## src/rtl/decoder_8b10b_pkg.sv

```systemverilog
// Shared 8b/10b definitions for the encoder and decoder: K constants, RD encoding,
// and the sub-block decode functions.
package decoder_8b10b_pkg;

  localparam logic RD_MINUS = 1'b0;
  localparam logic RD_PLUS  = 1'b1;

  typedef enum logic [1:0] {
    CLS_0 = 2'd0,
    CLS_P = 2'd1,
    CLS_N = 2'd2
  } cls_e;

  typedef struct packed {
    logic       valid;
    logic [4:0] edcba;
    cls_e       cls;
  } dec6_t;

  typedef struct packed {
    logic       valid;
    logic [2:0] hgf;
    cls_e       cls;
  } dec4_t;

  localparam logic [7:0] K28_0 = 8'h1C;
  localparam logic [7:0] K28_1 = 8'h3C;
  localparam logic [7:0] K28_2 = 8'h5C;
  localparam logic [7:0] K28_3 = 8'h7C;
  localparam logic [7:0] K28_4 = 8'h9C;
  localparam logic [7:0] K28_5 = 8'hBC;
  localparam logic [7:0] K28_6 = 8'hDC;
  localparam logic [7:0] K28_7 = 8'hFC;
  localparam logic [7:0] K23_7 = 8'hF7;
  localparam logic [7:0] K27_7 = 8'hFB;
  localparam logic [7:0] K29_7 = 8'hFD;
  localparam logic [7:0] K30_7 = 8'hFE;

  // Order: K28.0..K28.7, K23.7, K27.7, K29.7, K30.7 (abcdeifghj)
  localparam logic [9:0] K_SYM_RDM [0:11] = '{
    10'b0011110100, 10'b0011111001, 10'b0011110101, 10'b0011110011,
    10'b0011110010, 10'b0011111010, 10'b0011110110, 10'b0011111000,
    10'b1110101000, 10'b1101101000, 10'b1011101000, 10'b0111101000};
  localparam logic [9:0] K_SYM_RDP [0:11] = '{
    10'b1100001011, 10'b1100000110, 10'b1100001010, 10'b1100001100,
    10'b1100001101, 10'b1100000101, 10'b1100001001, 10'b1100000111,
    10'b0001010111, 10'b0010010111, 10'b0100010111, 10'b1000010111};

  function automatic logic rdApply(input cls_e c, input logic rd);
    return (c == CLS_P) ? RD_PLUS : (c == CLS_N) ? RD_MINUS : rd;
  endfunction

  function automatic dec6_t dec6(input logic [5:0] s);
    dec6_t r;
    int    n;
    n       = $countones(s);
    r.valid = 1'b1;
    r.edcba = 5'd0;
    r.cls   = (n > 3 || s == 6'b000111) ? CLS_P :
              (n < 3 || s == 6'b111000) ? CLS_N : CLS_0;
    case (s)
      6'b100111, 6'b011000:             r.edcba = 5'd0;
      6'b011101, 6'b100010:             r.edcba = 5'd1;
      6'b101101, 6'b010010:             r.edcba = 5'd2;
      6'b110001:                        r.edcba = 5'd3;
      6'b110101, 6'b001010:             r.edcba = 5'd4;
      6'b101001:                        r.edcba = 5'd5;
      6'b011001:                        r.edcba = 5'd6;
      6'b111000, 6'b000111:             r.edcba = 5'd7;
      6'b111001, 6'b000110:             r.edcba = 5'd8;
      6'b100101:                        r.edcba = 5'd9;
      6'b010101:                        r.edcba = 5'd10;
      6'b110100:                        r.edcba = 5'd11;
      6'b001101:                        r.edcba = 5'd12;
      6'b101100:                        r.edcba = 5'd13;
      6'b011100:                        r.edcba = 5'd14;
      6'b010111, 6'b101000:             r.edcba = 5'd15;
      6'b011011, 6'b100100:             r.edcba = 5'd16;
      6'b100011:                        r.edcba = 5'd17;
      6'b010011:                        r.edcba = 5'd18;
      6'b110010:                        r.edcba = 5'd19;
      6'b001011:                        r.edcba = 5'd20;
      6'b101010:                        r.edcba = 5'd21;
      6'b011010:                        r.edcba = 5'd22;
      6'b111010, 6'b000101:             r.edcba = 5'd23;
      6'b110011, 6'b001100:             r.edcba = 5'd24;
      6'b100110:                        r.edcba = 5'd25;
      6'b010110:                        r.edcba = 5'd26;
      6'b110110, 6'b001001:             r.edcba = 5'd27;
      6'b001110, 6'b001111, 6'b110000:  r.edcba = 5'd28;
      6'b101110, 6'b010001:             r.edcba = 5'd29;
      6'b011110, 6'b100001:             r.edcba = 5'd30;
      6'b101011, 6'b010100:             r.edcba = 5'd31;
      default:                          r.valid = 1'b0;
    endcase
    return r;
  endfunction

  function automatic dec4_t dec4(input logic [3:0] s);
    dec4_t r;
    int    n;
    n       = $countones(s);
    r.valid = 1'b1;
    r.hgf   = 3'd0;
    r.cls   = (n > 2 || s == 4'b0011) ? CLS_P :
              (n < 2 || s == 4'b1100) ? CLS_N : CLS_0;
    case (s)
      4'b1011, 4'b0100:                    r.hgf = 3'd0;
      4'b1001:                             r.hgf = 3'd1;
      4'b0101:                             r.hgf = 3'd2;
      4'b1100, 4'b0011:                    r.hgf = 3'd3;
      4'b1101, 4'b0010:                    r.hgf = 3'd4;
      4'b1010:                             r.hgf = 3'd5;
      4'b0110:                             r.hgf = 3'd6;
      4'b1110, 4'b0001, 4'b0111, 4'b1000:  r.hgf = 3'd7;
      default:                             r.valid = 1'b0;
    endcase
    return r;
  endfunction

  // K28 fghj normalised to its post-001111 form; returns {valid, y}
  function automatic logic [3:0] decK28(input logic [3:0] s);
    case (s)
      4'b0100: return 4'b1_000;
      4'b1001: return 4'b1_001;
      4'b0101: return 4'b1_010;
      4'b0011: return 4'b1_011;
      4'b0010: return 4'b1_100;
      4'b1010: return 4'b1_101;
      4'b0110: return 4'b1_110;
      4'b1000: return 4'b1_111;
      default: return 4'b0_000;
    endcase
  endfunction

endpackage

```

## src/rtl/decoder_8b10b_if.sv

```systemverilog
// Symbol-in / byte-out bundle between the lane aligner and the 8b/10b decoder.
interface decoder_8b10b_if;
  logic       i_valid;
  logic [9:0] i_sym;
  logic       i_rd_clr;
  logic       o_valid;
  logic [7:0] o_data;
  logic       o_k;
  logic       o_comma;
  logic       o_code_err;
  logic       o_disp_err;
  logic       o_rd;

  modport master (
    output i_valid, i_sym, i_rd_clr,
    input  o_valid, o_data, o_k, o_comma, o_code_err, o_disp_err, o_rd
  );

  modport slave (
    input  i_valid, i_sym, i_rd_clr,
    output o_valid, o_data, o_k, o_comma, o_code_err, o_disp_err, o_rd
  );
endinterface

```

## src/rtl/decoder_8b10b_dec_6b4b_lut.sv

```systemverilog
// Combinational 6b/5b + 4b/3b lookup with validity, disparity class and K flags.
module dec_6b4b_lut
  import decoder_8b10b_pkg::*;
(
  input  logic [5:0] sub6_i,
  input  logic [3:0] sub4_i,
  output logic [4:0] edcba_o,
  output logic [2:0] hgf_o,
  output logic       valid6_o,
  output logic       valid4_o,
  output cls_e       cls6_o,
  output cls_e       cls4_o,
  output logic       k28_o,
  output logic       kx7_o,
  output logic       comma_o,
  output logic       a7Minus_o,
  output logic       a7Plus_o,
  output logic       isA7_o,
  output logic       isP7_o
);

  dec6_t      d6;
  dec4_t      d4;
  logic [3:0] k28Dec;
  logic [3:0] sub4Norm;

  assign d6 = dec6(sub6_i);
  assign d4 = dec4(sub4_i);

  // After 110000 the K28 fghj is the bitwise inverse of the 001111 form
  assign sub4Norm = (sub6_i == 6'b110000) ? ~sub4_i : sub4_i;
  assign k28Dec   = decK28(sub4Norm);

  assign k28_o     = (sub6_i == 6'b001111) || (sub6_i == 6'b110000);
  assign isA7_o    = (sub4_i == 4'b0111) || (sub4_i == 4'b1000);
  assign isP7_o    = (sub4_i == 4'b1110) || (sub4_i == 4'b0001);
  assign kx7_o     = d6.valid && !k28_o && isA7_o &&
                     (d6.edcba inside {5'd23, 5'd27, 5'd29, 5'd30});
  assign a7Minus_o = d6.valid && !k28_o && (d6.edcba inside {5'd17, 5'd18, 5'd20});
  assign a7Plus_o  = d6.valid && !k28_o && (d6.edcba inside {5'd11, 5'd13, 5'd14});

  assign edcba_o  = d6.edcba;
  assign valid6_o = d6.valid;
  assign cls6_o   = d6.cls;
  assign cls4_o   = d4.cls;
  assign valid4_o = k28_o ? k28Dec[3] : d4.valid;
  assign hgf_o    = k28_o ? k28Dec[2:0] : d4.hgf;
  assign comma_o  = k28_o && k28Dec[3] && (k28Dec[2:0] inside {3'd1, 3'd5, 3'd7});

endmodule

```

## src/rtl/decoder_8b10b.sv

```systemverilog
// 8b/10b receive decoder: running-disparity tracking, error flags, one-cycle output register.
module decoder_8b10b
  import decoder_8b10b_pkg::*;
#(
  parameter logic RD_INIT = RD_MINUS
) (
  input  logic               clk,
  input  logic               rst,
  decoder_8b10b_if.slave     bus
);

  logic [4:0] edcba;
  logic [2:0] hgf;
  logic       valid6, valid4, k28, kx7, comma, a7Minus, a7Plus, isA7, isP7;
  cls_e       cls6, cls4;

  dec_6b4b_lut u_lut (
    .sub6_i    (bus.i_sym[9:4]),
    .sub4_i    (bus.i_sym[3:0]),
    .edcba_o   (edcba),
    .hgf_o     (hgf),
    .valid6_o  (valid6),
    .valid4_o  (valid4),
    .cls6_o    (cls6),
    .cls4_o    (cls4),
    .k28_o     (k28),
    .kx7_o     (kx7),
    .comma_o   (comma),
    .a7Minus_o (a7Minus),
    .a7Plus_o  (a7Plus),
    .isA7_o    (isA7),
    .isP7_o    (isP7)
  );

  logic       rdLine_q, rdOut_q, valid_q, k_q, comma_q, codeErr_q, dispErr_q;
  logic [7:0] data_q;
  logic       rdCur, rdMid, rdNext, a7Req;
  logic       codeErr_d, dispErr_d, k_d, comma_d;
  logic [7:0] data_d;

  // RD keeps following the received classes even on errors so we resync to the line
  always_comb begin
    rdCur     = bus.i_rd_clr ? RD_INIT : rdLine_q;
    rdMid     = rdApply(cls6, rdCur);
    rdNext    = rdApply(cls4, rdMid);
    a7Req     = (a7Minus && rdCur == RD_MINUS) || (a7Plus && rdCur == RD_PLUS);
    dispErr_d = (cls6 == CLS_P && rdCur == RD_PLUS) || (cls6 == CLS_N && rdCur == RD_MINUS) ||
                (cls4 == CLS_P && rdMid == RD_PLUS) || (cls4 == CLS_N && rdMid == RD_MINUS);
    codeErr_d = !valid6 || !valid4 ||
                (isA7 && !k28 && !kx7 && !a7Req) || (isP7 && a7Req);
    data_d    = codeErr_d ? 8'h00 : {hgf, edcba};
    k_d       = !codeErr_d && (k28 || kx7);
    comma_d   = !codeErr_d && comma;
  end

  always_ff @(posedge clk) begin
    if (rst) begin
      valid_q   <= 1'b0;
      data_q    <= 8'h00;
      k_q       <= 1'b0;
      comma_q   <= 1'b0;
      codeErr_q <= 1'b0;
      dispErr_q <= 1'b0;
      rdOut_q   <= RD_INIT;
      rdLine_q  <= RD_INIT;
    end else begin
      valid_q <= bus.i_valid;
      if (bus.i_valid) begin
        data_q    <= data_d;
        k_q       <= k_d;
        comma_q   <= comma_d;
        codeErr_q <= codeErr_d;
        dispErr_q <= dispErr_d;
        rdOut_q   <= rdNext;
        rdLine_q  <= rdNext;
      end else if (bus.i_rd_clr) begin
        rdLine_q <= RD_INIT;
      end
    end
  end

  assign bus.o_valid    = valid_q;
  assign bus.o_data     = data_q;
  assign bus.o_k        = k_q;
  assign bus.o_comma    = comma_q;
  assign bus.o_code_err = codeErr_q;
  assign bus.o_disp_err = dispErr_q;
  assign bus.o_rd       = rdOut_q;

endmodule

```

## src/flat_wrapper.sv

```systemverilog
// flat-port wrapper written by rule: the top's interface ports become plain ports
module decoder_8b10b_flat import decoder_8b10b_pkg::*;
#(
  parameter logic RD_INIT = RD_MINUS
)
  (clk, rst, bus_i_valid, bus_i_sym, bus_i_rd_clr, bus_o_valid, bus_o_data, bus_o_k, bus_o_comma, bus_o_code_err, bus_o_disp_err, bus_o_rd);
  decoder_8b10b_if bus_i ();
  input  logic clk;
  input  logic rst;
  input wire logic [$bits(bus_i.i_valid)-1:0] bus_i_valid;
  input wire logic [$bits(bus_i.i_sym)-1:0] bus_i_sym;
  input wire logic [$bits(bus_i.i_rd_clr)-1:0] bus_i_rd_clr;
  output wire logic [$bits(bus_i.o_valid)-1:0] bus_o_valid;
  output wire logic [$bits(bus_i.o_data)-1:0] bus_o_data;
  output wire logic [$bits(bus_i.o_k)-1:0] bus_o_k;
  output wire logic [$bits(bus_i.o_comma)-1:0] bus_o_comma;
  output wire logic [$bits(bus_i.o_code_err)-1:0] bus_o_code_err;
  output wire logic [$bits(bus_i.o_disp_err)-1:0] bus_o_disp_err;
  output wire logic [$bits(bus_i.o_rd)-1:0] bus_o_rd;
  assign bus_i.i_valid = bus_i_valid;
  assign bus_i.i_sym = bus_i_sym;
  assign bus_i.i_rd_clr = bus_i_rd_clr;
  assign bus_o_valid = bus_i.o_valid;
  assign bus_o_data = bus_i.o_data;
  assign bus_o_k = bus_i.o_k;
  assign bus_o_comma = bus_i.o_comma;
  assign bus_o_code_err = bus_i.o_code_err;
  assign bus_o_disp_err = bus_i.o_disp_err;
  assign bus_o_rd = bus_i.o_rd;
  decoder_8b10b #(.RD_INIT(RD_INIT)) u_core (.clk(clk), .rst(rst), .bus(bus_i));
endmodule
```

## config.mk

```make
export PLATFORM = sky130hd
export DESIGN_NAME = decoder_8b10b_flat
export DESIGN_NICKNAME = d
export VERILOG_FILES = /design/src/rtl/decoder_8b10b_pkg.sv /design/src/rtl/decoder_8b10b_if.sv /design/src/rtl/decoder_8b10b_dec_6b4b_lut.sv /design/src/rtl/decoder_8b10b.sv /design/src/flat_wrapper.sv
export SDC_FILE = /design/constraint.sdc
export NUM_CORES = 1
export LEC_CHECK = 0
export BUFFER_PORTS_ARGS = -buffer_cell sky130_fd_sc_hd__clkbuf_2
export CAP_MARGIN = 20
export CELL_PAD_IN_SITES_DETAIL_PLACEMENT = 0
export CELL_PAD_IN_SITES_GLOBAL_PLACEMENT = 1
export CORE_MARGIN = 4
export CORE_UTILIZATION = 46
export CTS_CLUSTER_SIZE = 10
export DETAILED_ROUTE_END_ITERATION = 10
export PLACE_DENSITY = 0.95
export SLEW_MARGIN = 0
export SYNTH_ARGS = -nofsm -noshare
export SYNTH_HDL_FRONTEND = slang
export SYNTH_SLANG_ARGS = --single-unit
```

## constraint.sdc

```tcl
create_clock -name clk -period 5.7 [get_ports clk]
set_input_delay 0 -clock clk [delete_from_list [all_inputs] [get_ports clk]]
set_output_delay 0 -clock clk [all_outputs]
set_load 0.02 [all_outputs]
```

==> metrics.md, run 1 <==
| Metric | Value |
|---|---|
| Final max-slew violation count | 0 |
| GP Congestion | 0.882 |
| Post-CTS Resized | 0 |
| Slowest cell delay on critical path | 420 ps |
| Core area | 0.00469 mm^2 |
| Final hold viol count | 1 |
| CTS H-tree depth | 1 |
| Synth Cell Area | 0.00222 mm^2 |
| Pin count of the biggest net entering global routing | 34 |
| Worst path required time | 5820 ps |
| Most common flop cell mapped by yosys | dfxtp_1 |
| Layout cell share with drive strength beyond 1 | 14.0% |
| TritonCTS clock tree | yes |
| Lkg Pwr | 0.962 nW |
| Routed wire length | 5740 um |
| # rows | 25 |
| First-pass GRT wire length | 9780 um |
| Post-CTS Setup Repair Bufs | 0 |
| Clk_skew | 1.79 ps |
| Clock slew at reported path FFs | 60 ps |
| Unrepaired setup endpoints after global routing | false |
| Peak fanout along the critical path | 13 |
| Crit path launch type | input pin |
| Finished Core Util | 50.1% |
| Clock buffer depth | 2 |
| # fillers | 470 |
| Sequential cell area fraction in the yosys report | 13.5% |
| Number of global-route vias before repair | 2086 |
| Max cap viols | 0 |
| Initial DRC Count | 195 |
| Minimum clock period | 2700 ps |
| Rel. slew slack | 56.0% |
| Routed length per instance | 15.9 um |
| Hold Path Class | input pin to flop |
| Post-synth EDFFs | 0 |
| Power per standard cell area | 158 mW/mm^2 |
| Initial core utilization | 47.3% |
| Antenna diodes | 0 |
| Violated checks | negative hold slack |
| Die area | 0.00600 mm^2 |
| Flops & latches, synth | 15 |
| CP Capture Type | flop |
| Area growth syn-to-layout | 5.92% |
| Num ports | 28 |
| Status | finished with violations |
| Clock sinks | 15 |
| Nets@finish | 338 |
| Setup violations, final | 0 |
| Syn_nets | 329 |
| Fmax | 0.370 GHz |
| IR drop worst, VDD | 0.128 mV |
| Cell variety after synth | 64 |
| Chip height | 77.4 um |
| Routed Antenna Nets | 0 |
| Most frequent cells in the layout | nand2_1, clkbuf_2, nor2_1 |
| DRC violations left | 0 |
| Total Power | 0.000371 W |
| Dpl hpwl | 4310 um |
| Ys Warns | 0 |
| Avg Inst Size Synth | 7.39 um^2 |
| Router iterations before antenna repair | 5 |
| Worst slew pin tran | 657 ps |
| Cell mode on critical path | and2_1 |
| Total congestion overflow | 0 |
| Commonest non-fill, non-tap cell in the layout | nand2_1 |
| Post-Syn Instances | 300 |
| Root buffer cell | clkbuf_8 |
| CTS Hold Bufs | 0 |
| Clk_lat worst skew | 250 ps |
| Max stage delay cell, worst path | o2111a_1 |
| Die width | 77.4 um |
| Setup TNS | 0 ps |
| Hold Slack | -2.40 ps |
| Vias per cell | 6.46 |
| Period utilization | 47.4% |
| Worst-path cell chain | clkbuf_2 > inv_1 > ha_1 > and2_1 > a32oi_1 > o2111ai_1 > or2_2 > and2_1 > a221oi_1 > o2111a_1 > o41ai_1 |
| Post-synthesis async set-or-reset flop share | 0% |
| Initial antenna violation count | 0 |
| Num CTS Buffers | 3 |
| Overall routing resource usage | 19.3% |
| Vias post-DR | 2340 |
| Crit Path Class | input pin to flop |
| # port buffers | 27 |
| CP Data Arrival Time | 2820 ps |
cells in the mapped netlist (3+ instances only):
master / n / area, um^2
a211oi_1: 6 / 45.0
a21oi_1: 17 / 85.1
a31oi_1: 4 / 25.0
a32oi_1: 3 / 26.3
and2_1: 5 / 31.3
and3_1: 4 / 25.0
and4b_1: 3 / 30.0
buf_2: 7 / 35.0
clkbuf_1: 11 / 41.3
dfxtp_1: 15 / 300
fa_1: 4 / 80.1
ha_1: 11 / 138
inv_1: 18 / 67.6
mux2i_1: 9 / 90.1
nand2_1: 30 / 113
nand2b_1: 11 / 68.8
nand3_1: 5 / 25.0
nand3b_1: 4 / 30.0
nand4_1: 6 / 37.5
nor2_1: 26 / 97.6
nor2b_1: 9 / 56.3
nor3b_1: 6 / 45.0
nor4bb_1: 5 / 50.1
o21ai_0: 8 / 40.0
o22ai_1: 6 / 37.5
o31ai_1: 5 / 37.5
o32a_1: 3 / 30.0
o41ai_1: 9 / 78.8
worst max-delay path, delay by kind of cell:
kind / cells / cell delay (ps)
AOI/OAI and AO/OA: 5 / 1490
and+or+nand+nor: 3 / 820
adders and majority gates: 1 / 360
buffers and inverters: 2 / 150
power breakdown:
part | switching [W] | internal [W]
combinational | 0.000106 | 0.0000632
clock | 0.0000385 | 0.0000484
sequential | 0.00000358 | 0.000112
per-layer routing:
metal  wire (um)  vias up  track usage, %  share of wire, %
met5           0        -               0                 0
met4         127        0            5.52               2.2
met3         363       18            2.09               6.3
met2        2670      100            30.5                47
met1        2580     1090            27.7                45
li1            -     1132               -                 -
cell families after synthesis:
logic type,count (synthesis),share of synthesized area [%]
flip-flops,15,13.5
adder cells (fa/ha/maj),17,10.7
XOR/XNOR,2,0.790
AND/OR/NAND/NOR,134,35.8
buffers and inverters,41,8.35
AO/OA/AOI/OAI,80,25.7
multiplexers,11,5.08
layout make-up:
| cell class | instances | area, um^2 | area share (%) |
|---|---|---|---|
| inverters | 18 | 67.6 | 2.88 |
| multi-input cells | 244 | 1730 | 73.7 |
| flip-flops and latches | 15 | 300 | 12.8 |
| clock inverters | 1 | 5.00 | 0.213 |
| well taps | 54 | 67.6 | 2.88 |
| repair buffers | 27 | 135 | 5.75 |
| clock buffers | 3 | 41.3 | 1.76 |
flip-flops by register name, summed over array words and instances (netlist names):
signal and flops:
u_core.bus.o_comma 1, u_core.bus.o_disp_err 1, u_core.bus.o_valid 1, u_core.bus.o_data 8
u_core.bus.o_rd 1, u_core.bus.o_k 1, u_core.bus.o_code_err 1, u_core.rdLine_q 1
final timing paths:
path / from / endpoint / slack, ps / cells past startpoint
worst min register to register: u_core.bus.o_data[1] / u_core.bus.o_data[1] / 450 / 2
worst max-delay path: bus_i_sym[4] / u_core.bus.o_data[6] / 3000 / 11
worst max register to register: u_core.rdLine_q / u_core.bus.o_data[6] / 3840 / 7
worst min-delay path: rst / u_core.bus.o_comma / -2 / 2
metrics by stage:
step | instances | area [um^2] | setup WS (ps)
CTS | 362 | 2350 | 3040
global placement | 358 | 2300 | 2900
global route | 362 | 2350 | 2780
floorplan | 300 | 2220 | 3160
finish | 362 | 2350 | 3000
detailed placement | 358 | 2300 | 2790
Power figures use the tool's default switching activity.
==> run 2, diff against run 1 <==
--- a/config.mk
+++ b/config.mk
@@ -5,15 +5,16 @@
 export SDC_FILE = /design/constraint.sdc
 export NUM_CORES = 1
 export LEC_CHECK = 0
+export ABC_AREA = 1
 export BUFFER_PORTS_ARGS = -buffer_cell sky130_fd_sc_hd__clkbuf_2
 export CAP_MARGIN = 20
 export CELL_PAD_IN_SITES_DETAIL_PLACEMENT = 0
 export CELL_PAD_IN_SITES_GLOBAL_PLACEMENT = 1
 export CORE_MARGIN = 4
-export CORE_UTILIZATION = 46
+export CORE_UTILIZATION = 36
 export CTS_CLUSTER_SIZE = 10
 export DETAILED_ROUTE_END_ITERATION = 10
-export PLACE_DENSITY = 0.95
+export PLACE_DENSITY = 0.86
 export SLEW_MARGIN = 0
 export SYNTH_ARGS = -nofsm -noshare
 export SYNTH_HDL_FRONTEND = slang
==> constraint.sdc (replaced) <==
create_clock -name clk -period 2.25 [get_ports clk]
set_input_delay 0 -clock clk [delete_from_list [all_inputs] [get_ports clk]]
set_output_delay 0 -clock clk [all_outputs]
set_load 0.02 [all_outputs]
==> metrics.md, run 2 <==
| Metric | Value |
|---|---|
| Status | complete, no violations (was finished with violations) |
| Setup TNS | 0 ps (unchanged) |
| Fmax | 0.463 GHz |
| Synth Cell Area | 0.00234 mm^2 (was 0.00222 mm^2) |
| Final max-slew violation count | 0 (unchanged) |
| Final worst setup slack | 89.6 ps (was 3000 ps) |
| Initial core utilization | 36.9% (was 47.3%) |
| Syn_nets | 448 (was 329) |
| Vias post-DR | 2812 (was 2340) |
| Main area contributors after synthesis | nor2_1, nand3_1, dfxtp_1 (was dfxtp_1, ha_1, nand2_1) |
| Root buffer cell | clkbuf_8 (unchanged) |
| Reg2reg setup slack | 890 ps (was 3840 ps) |
| Power per standard cell area | 351 mW/mm^2 (was 158 mW/mm^2) |
| Lkg Pwr | 1.55 nW (was 0.962 nW) |
| Clock buffer depth | 2 (unchanged) |
| Flops & latches, synth | 15 (unchanged) |
| HP Start | rst (unchanged) |
| Setup violations, final | 0 (unchanged) |
| Initial antenna violation count | 0 (unchanged) |
| Layout cell share with drive strength beyond 1 | 27.1% (was 14.0%) |
| Largest family of logic cells by synthesized area | simple AND/OR/NAND/NOR gates (unchanged) |
| Die width | 88.7 um (was 77.4 um) |
| Core area | 0.00635 mm^2 (was 0.00469 mm^2) |
| Adder and majority gate portion of the synthesized area | 9.29% (was 10.7%) |
| Hold Path Class | input pin to flop (unchanged) |
| Met3 routed WL | 226 um (was 363 um) |
| Total Power | 0.00103 W (was 0.000371 W) |
| Antenna diodes | 0 (unchanged) |
| Period utilization | 96.0% |
| Worst reg2reg path depth | 10 (was 7) |
| Cell variety after synth | 37 (was 64) |
| Router iterations before antenna repair | 6 (was 5) |
| Synth Area in Compound Gates | 11.5% (was 25.7%) |
| Placement Setup Slack | -277 ps (was 2790 ps) |
| GP Congestion | 0.932 (was 0.882) |
| DP Area | 0.00283 mm^2 (was 0.00230 mm^2) |
| Crit Path Class | input pin to flop (unchanged) |
| Max stage delay cell, worst path | fa_1 (was o2111a_1) |
| Worst path required time | 2390 ps (was 5820 ps) |
| Most common flop cell mapped by yosys | dfxtp_1 (unchanged) |
| XOR/XNOR Fraction of Synth Area | 1.82% (was 0.790%) |
| Peak fanout along the critical path | 3 (was 13) |
| Total congestion overflow | 0 (unchanged) |
| Most frequent cells in the layout | nor2_1, nand2_1, nand3_1 (was nand2_1, clkbuf_2, nor2_1) |
| Pin count of the biggest net entering global routing | 23 (was 34) |
| Worst r2r dst | u_core.bus.o_data[1] (was u_core.bus.o_data[6]) |
| Simple-Gate Fraction of Synth Area | 52.8% (was 35.8%) |
| Synth top cells by count | nor2_1, nand2_1, nand3_1 (was nand2_1, nor2_1, inv_1) |
| Worst-path cell chain | buf_8 > inv_4 > ha_4 > inv_2 > fa_1 > fa_2 > inv_2 > fa_1 > nor3b_2 > inv_2 > o21ai_2 > o211ai_1 > a21oi_1 (was clkbuf_2 > inv_1 > ha_1 > and2_1 > a32oi_1 > o2111ai_1 > or2_2 > and2_1 > a221oi_1 > o2111a_1 > o41ai_1) |
| Routed length per instance | 12.2 um (was 15.9 um) |
| Num ports | 28 (unchanged) |
| Ys Warns | 0 (unchanged) |
| Rel. slew slack | 61.5% (was 56.0%) |
| CTS H-tree depth | 1 (unchanged) |
| Crit path launch type | input pin (unchanged) |
| Mux cell area share after synthesis | 0% (was 5.08%) |
| # port buffers | 27 (unchanged) |
| Die area | 0.00786 mm^2 (was 0.00600 mm^2) |
| Max cap viols | 0 (unchanged) |
| Clk_lat worst skew | 250 ps (about the same) |
| Cell mode on critical path | inv_2 (was and2_1) |
| Unrepaired setup endpoints after global routing | true (was false) |
| Nets@finish | 509 (was 338) |
| Area growth syn-to-layout | 25.5% (was 5.92%) |
| CP Capture Type | flop (unchanged) |
| Worst slew pin tran | 576 ps (was 657 ps) |
| Post-Syn Instances | 419 (was 300) |
| Hold endpoint | u_core.bus.o_code_err (was u_core.bus.o_comma) |
| Max reg flops | 8 (unchanged) |
| Clk_skew | 4.66 ps (was 1.79 ps) |
| CP Data Arrival Time | 2300 ps (was 2820 ps) |
| First-pass GRT wire length | 11600 um (was 9780 um) |
| Vias per cell | 5.06 (was 6.46) |
| Clock sinks | 15 (unchanged) |
| Final hold viol count | 0 (was 1) |
| WP buf/inv | 5 (was 2) |
| Routed metal-1 wire length | 3160 um (was 2580 um) |
| Sequential cell area fraction in the yosys report | 12.8% (was 13.5%) |
| Number of global-route vias before repair | 2624 (was 2086) |
| Commonest non-fill, non-tap cell in the layout | nor2_1 (was nand2_1) |
| Num CTS Buffers | 3 (unchanged) |
| Post-synth EDFFs | 0 (unchanged) |
| Dpl hpwl | 5640 um (was 4310 um) |
| Reg2reg start | u_core.rdLine_q (unchanged) |
| Post-route cell area | 0.00294 mm^2 (was 0.00235 mm^2) |
| Overall routing resource usage | 18.0% (was 19.3%) |
| Share of Yosys cell area claimed by the top area cell type | 14.4% (was 13.5%) |
| IR drop worst, VDD | 0.257 mV (was 0.128 mV) |
| Hold depth | 2 (unchanged) |
| # rows | 29 (was 25) |
| Area leader, netlist | nor2_1 (was dfxtp_1) |
| Slowest cell delay on critical path | 460 ps (was 420 ps) |
| Avg Inst Size Synth | 5.59 um^2 (was 7.39 um^2) |
| TritonCTS clock tree | yes (unchanged) |
| Hold Slack | 45.4 ps (was -2.40 ps) |
| Initial DRC Count | 196 (was 195) |
| Routed wire length | 6770 um (was 5740 um) |
| Crit-path leading delay family | adder cells (was compound AO/OA/AOI/OAI gates) |
| Met2 wire len | 3230 um (was 2670 um) |
| Chip height | 88.7 um (was 77.4 um) |
| Minimum clock period | 2160 ps |
| Most numerous cell in the Yosys netlist | nor2_1 (was nand2_1) |
| DR top layer | met4 (unchanged) |
| DRC violations left | 0 (unchanged) |
| Clock slew at reported path FFs | 60 ps (about the same) |
| Routed Antenna Nets | 0 (unchanged) |
| Post-synthesis async set-or-reset flop share | 0% (unchanged) |
==> run 2: metrics by stage <==
stage	instances	utilization (%)
2_1_floorplan	419	-
5_1_grt	556	46.3
6_report	556	46.3
3_5_place_dp	551	44.6
3_3_place_gp	551	44.6
4_1_cts	555	45.3
==> run 2: power by group <==
part           switching (W)  internal, W  total, W  leakage, nW
Combinational       0.000320     0.000202  0.000522         1.40
Clock              0.0000950     0.000123  0.000218       0.0255
Sequential        0.00000810     0.000285  0.000293        0.123
==> run 2: cells by family (layout without fill, tap and decap cells) <==
logic type | after synthesis | count (layout)
compound gates | 48 | 48
xor+xnor | 4 | 4
fa+ha+maj | 15 | 15
buf+inv | 67 | 127
flops | 15 | 15
simple gates | 270 | 270
==> run 2: worst register-to-register path, cell delays in order, from the launching register on <==
cell	delay, ps
dfxtp_1	300
inv_1	30
nor2_1	170
inv_1	130
nand3_1	130
nand2_1	60
nand2_1	80
nand3_1	100
nand2_2	120
nand2_2	90
nor2_2	90
==> run 2: cell type report <==
| cell class | instances | area, um^2 |
|---|---|---|
| Fill cell | 673 | 3410 |
| Multi-Input combinational cell | 337 | 1830 |
| Timing Repair Buffer | 67 | 455 |
| Sequential cell | 15 | 300 |
| Inverter | 56 | 215 |
| Tap cell | 77 | 96.3 |
| Clock buffer | 3 | 41.3 |
| Clock inverter | 1 | 5.00 |
==> run 2: worst max path at each step <==
stage                       startpoint               to  slack, ps  cells past startpoint
after CTS                 bus_i_sym[5]  u_core.rdLine_q        0.2                     13
after floorplan           bus_i_sym[5]  u_core.bus.o_rd          4                     12
after global routing      bus_i_sym[5]  u_core.rdLine_q        -20                     13
after global placement    bus_i_sym[4]  u_core.bus.o_rd       -220                     13
final                     bus_i_sym[5]  u_core.rdLine_q         90                     13
after detailed placement  bus_i_sym[5]  u_core.rdLine_q       -280                     13
==> run 2: layer usage <==
metal / track usage, % / up-vias
li1: - / 1470
met1: 24.4 / 1252
met2: 31.0 / 71
met5: 0 / -
met4: 3.30 / 0
met3: 2.14 / 19
==> run 2: what timing repair did <==
action	4_1_cts	5_1_grt
resized for setup	0	19
hold buffers	0	0
setup buffers	0	1
pin swaps	1	3
setup endpoints to repair	2	13
==> run 3, diff against run 2 <==
--- a/config.mk
+++ b/config.mk
@@ -10,6 +10,7 @@
 export CAP_MARGIN = 20
 export CELL_PAD_IN_SITES_DETAIL_PLACEMENT = 0
 export CELL_PAD_IN_SITES_GLOBAL_PLACEMENT = 1
+export CORE_ASPECT_RATIO = 2
 export CORE_MARGIN = 4
 export CORE_UTILIZATION = 36
 export CTS_CLUSTER_SIZE = 10
==> metrics.md, run 3 (same netlist as run 2, synthesis figures left out) <==
| Metric | Value |
|---|---|
| Status | complete, no violations (unchanged) |
| Max cap viols | 0 (unchanged) |
| Lkg Pwr | 1.59 nW (was 1.55 nW) |
| CP Capture Type | flop (unchanged) |
| Worst path required time | 2380 ps (was 2390 ps) |
| # rows | 41 (was 29) |
| Routed length per instance | 13.8 um (was 12.2 um) |
| Slowest cell delay on critical path | 450 ps (was 460 ps) |
| Final hold viol count | 0 (unchanged) |
| Post-Layout Cell Count | 567 (was 556) |
| Area of the multi-input gates | 0.00187 mm^2 (was 0.00183 mm^2) |
| Setup violations, final | 0 (unchanged) |
| Routed wire length | 7820 um (was 6770 um) |
| Clock sinks | 15 (unchanged) |
| Minimum clock period | 2160 ps (about the same) |
| Overall routing resource usage | 21.0% (was 18.0%) |
| Worst Setup EP | u_core.rdLine_q (unchanged) |
| Area growth syn-to-layout | 30.0% (was 25.5%) |
| Root buffer cell | clkbuf_16 (was clkbuf_8) |
| Number of global-route vias before repair | 3041 (was 2624) |
| # fillers | 693 (was 673) |
| Clk_skew | 0.713 ps (was 4.66 ps) |
| Reg2reg start | u_core.rdLine_q (unchanged) |
| Num CTS Buffers | 3 (unchanged) |
| Hold Path Class | input pin to flop (unchanged) |
| Crit path launch type | input pin (unchanged) |
| Vias per cell | 5.15 (was 5.06) |
| Unrepaired setup endpoints after global routing | true (unchanged) |
| Worst slew pin tran | 601 ps (was 576 ps) |
| GP Congestion | 1.01 (was 0.932) |
| Initial DRC Count | 233 (was 196) |
| Post-CTS Setup Repair Bufs | 0 (unchanged) |
| Pin count of the biggest net entering global routing | 23 (unchanged) |
| Layout cell share with drive strength beyond 1 | 29.5% (was 27.1%) |
| Worst-path cell chain | buf_8 > inv_4 > ha_4 > inv_2 > fa_1 > fa_2 > inv_2 > fa_1 > nor3b_4 > inv_2 > o21ai_4 > o211ai_1 > a21oi_1 (was buf_8 > inv_4 > ha_4 > inv_2 > fa_1 > fa_2 > inv_2 > fa_1 > nor3b_2 > inv_2 > o21ai_2 > o211ai_1 > a21oi_1) |
| Register area | 300 um^2 (unchanged) |
| Chip height | 122 um (was 88.7 um) |
| Reg2reg setup slack | 860 ps (was 890 ps) |
| Placement Setup Slack | -263 ps (was -277 ps) |
| Period utilization | 95.9% (was 96.0%) |
| Clock buffer depth | 2 (unchanged) |
| DRC violations left | 0 (unchanged) |
| Worst reg2reg path depth | 10 (unchanged) |
| IR drop worst, VDD | 0.478 mV (was 0.257 mV) |
| CTS H-tree depth | 1 (unchanged) |
| Initial antenna violation count | 0 (unchanged) |
| Die area | 0.00794 mm^2 (was 0.00786 mm^2) |
| Final worst setup slack | 91.6 ps (was 89.6 ps) |
| Cell mode on critical path | inv_2 (unchanged) |
| Clock slew at reported path FFs | 50 ps (was 60 ps) |
| Final max-slew violation count | 0 (unchanged) |
| Nets@finish | 511 (was 509) |
| Initial core utilization | 37.1% (was 36.9%) |
| # port buffers | 27 (unchanged) |
| Rel. slew slack | 59.9% (was 61.5%) |
| Commonest non-fill, non-tap cell in the layout | nor2_1 (unchanged) |
| Most frequent cells in the layout | nor2_1, nand2_1, nand3_1 (unchanged) |
| Clk_lat worst skew | 240 ps (was 250 ps) |
| CP Data Arrival Time | 2290 ps (was 2300 ps) |
| Fmax | 0.463 GHz (about the same) |
| Max stage delay cell, worst path | fa_1 (unchanged) |
| Max reg flops | 8 (unchanged) |
| First-pass GRT wire length | 13200 um (was 11600 um) |
| Hold Slack | 46.8 ps (was 45.4 ps) |
| Routed Antenna Nets | 0 (unchanged) |
| Antenna diodes | 0 (unchanged) |
| TritonCTS clock tree | yes (unchanged) |
| Vias post-DR | 2922 (was 2812) |
| Die width | 65.0 um (was 88.7 um) |
| CP Launch Point | bus_i_sym[5] (unchanged) |
| Crit Path Class | input pin to flop (unchanged) |
| Power per standard cell area | 396 mW/mm^2 (was 351 mW/mm^2) |
| DP Cell Count | 563 (was 551) |
| Num ports | 28 (unchanged) |
| Dpl hpwl | 6580 um (was 5640 um) |
| CTS Hold Bufs | 0 (unchanged) |
| Peak fanout along the critical path | 3 (unchanged) |
| Router iterations before antenna repair | 4 (was 6) |
| Total congestion overflow | 0 (unchanged) |
| Worst r2r dst | u_core.bus.o_k (was u_core.bus.o_data[1]) |
| Core area | 0.00631 mm^2 (was 0.00635 mm^2) |
run 3: cell types whose count changed in the layout (fill, tap and decap cells not counted), moves of 2 or more:
cell / change
buf_4: +3
nor2_1: -9
nand3_2: +2
nor2_2: +11
nand3_1: -2
buf_6: -2
nor2_4: -2
clkbuf_16: +3
clkbuf_8: -3
ha_2: -2
run 3: critical path: cells and delay by family:
kind | cells | cell delay, ps
fa+ha+maj | 4 | 1450
buf+inv | 5 | 280
simple gates | 1 | 170
compound gates | 3 | 380
run 3: layout make-up:
cell class,count,area share [%]
multi-input cells,337,61.5
flip-flops and latches,15,9.86
clock buffers,4,2.59
inverters,56,7.07
well taps,86,3.53
repair buffers,69,15.4
run 3: through the flow:
stage	util [%]	power, W	setup TNS [ps]	cell area [um^2]
4_1_cts	46.7	0.00119	0	2950
6_report	48.3	0.00120	0	3050
2_1_floorplan	-	0.000646	0	2370
3_3_place_gp	45.4	0.000820	-2100	2860
3_5_place_dp	45.4	0.000826	-2430	2860
5_1_grt	48.3	0.00129	-21.8	3050
run 3: how the worst min path moves through the flow:
stage | slack, ps | depth (start not counted) | start | to
floorplan | 140 | 2 | bus_i_valid | u_core.bus.o_comma
global placement | 290 | 2 | rst | u_core.bus.o_rd
detailed placement | 310 | 2 | rst | u_core.bus.o_code_err
CTS | 50 | 2 | rst | u_core.bus.o_code_err
global route | 90 | 4 | bus_i_rd_clr | u_core.rdLine_q
finish | 50 | 2 | rst | u_core.bus.o_data[6]
run 3: power by group:
part           switching, W  total, W  internal [W]
Clock              0.000106  0.000346      0.000240
Sequential       0.00000949  0.000295      0.000285
Combinational      0.000343  0.000564      0.000221
run 3: per-layer routing:
layer	wire [um]	GRT usage, %	vias to the layer above
li1	-	-	1469
met1	2650	19.3	1324
met2	4270	40.7	84
met3	212	1.29	45
met4	685	16.2	0
met5	0	0	-
run 3: timing repair:
action	4_1_cts	5_1_grt
setup endpoints to repair	2	13
pin swaps	4	5
gates cloned	0	0
resized for setup	2	29
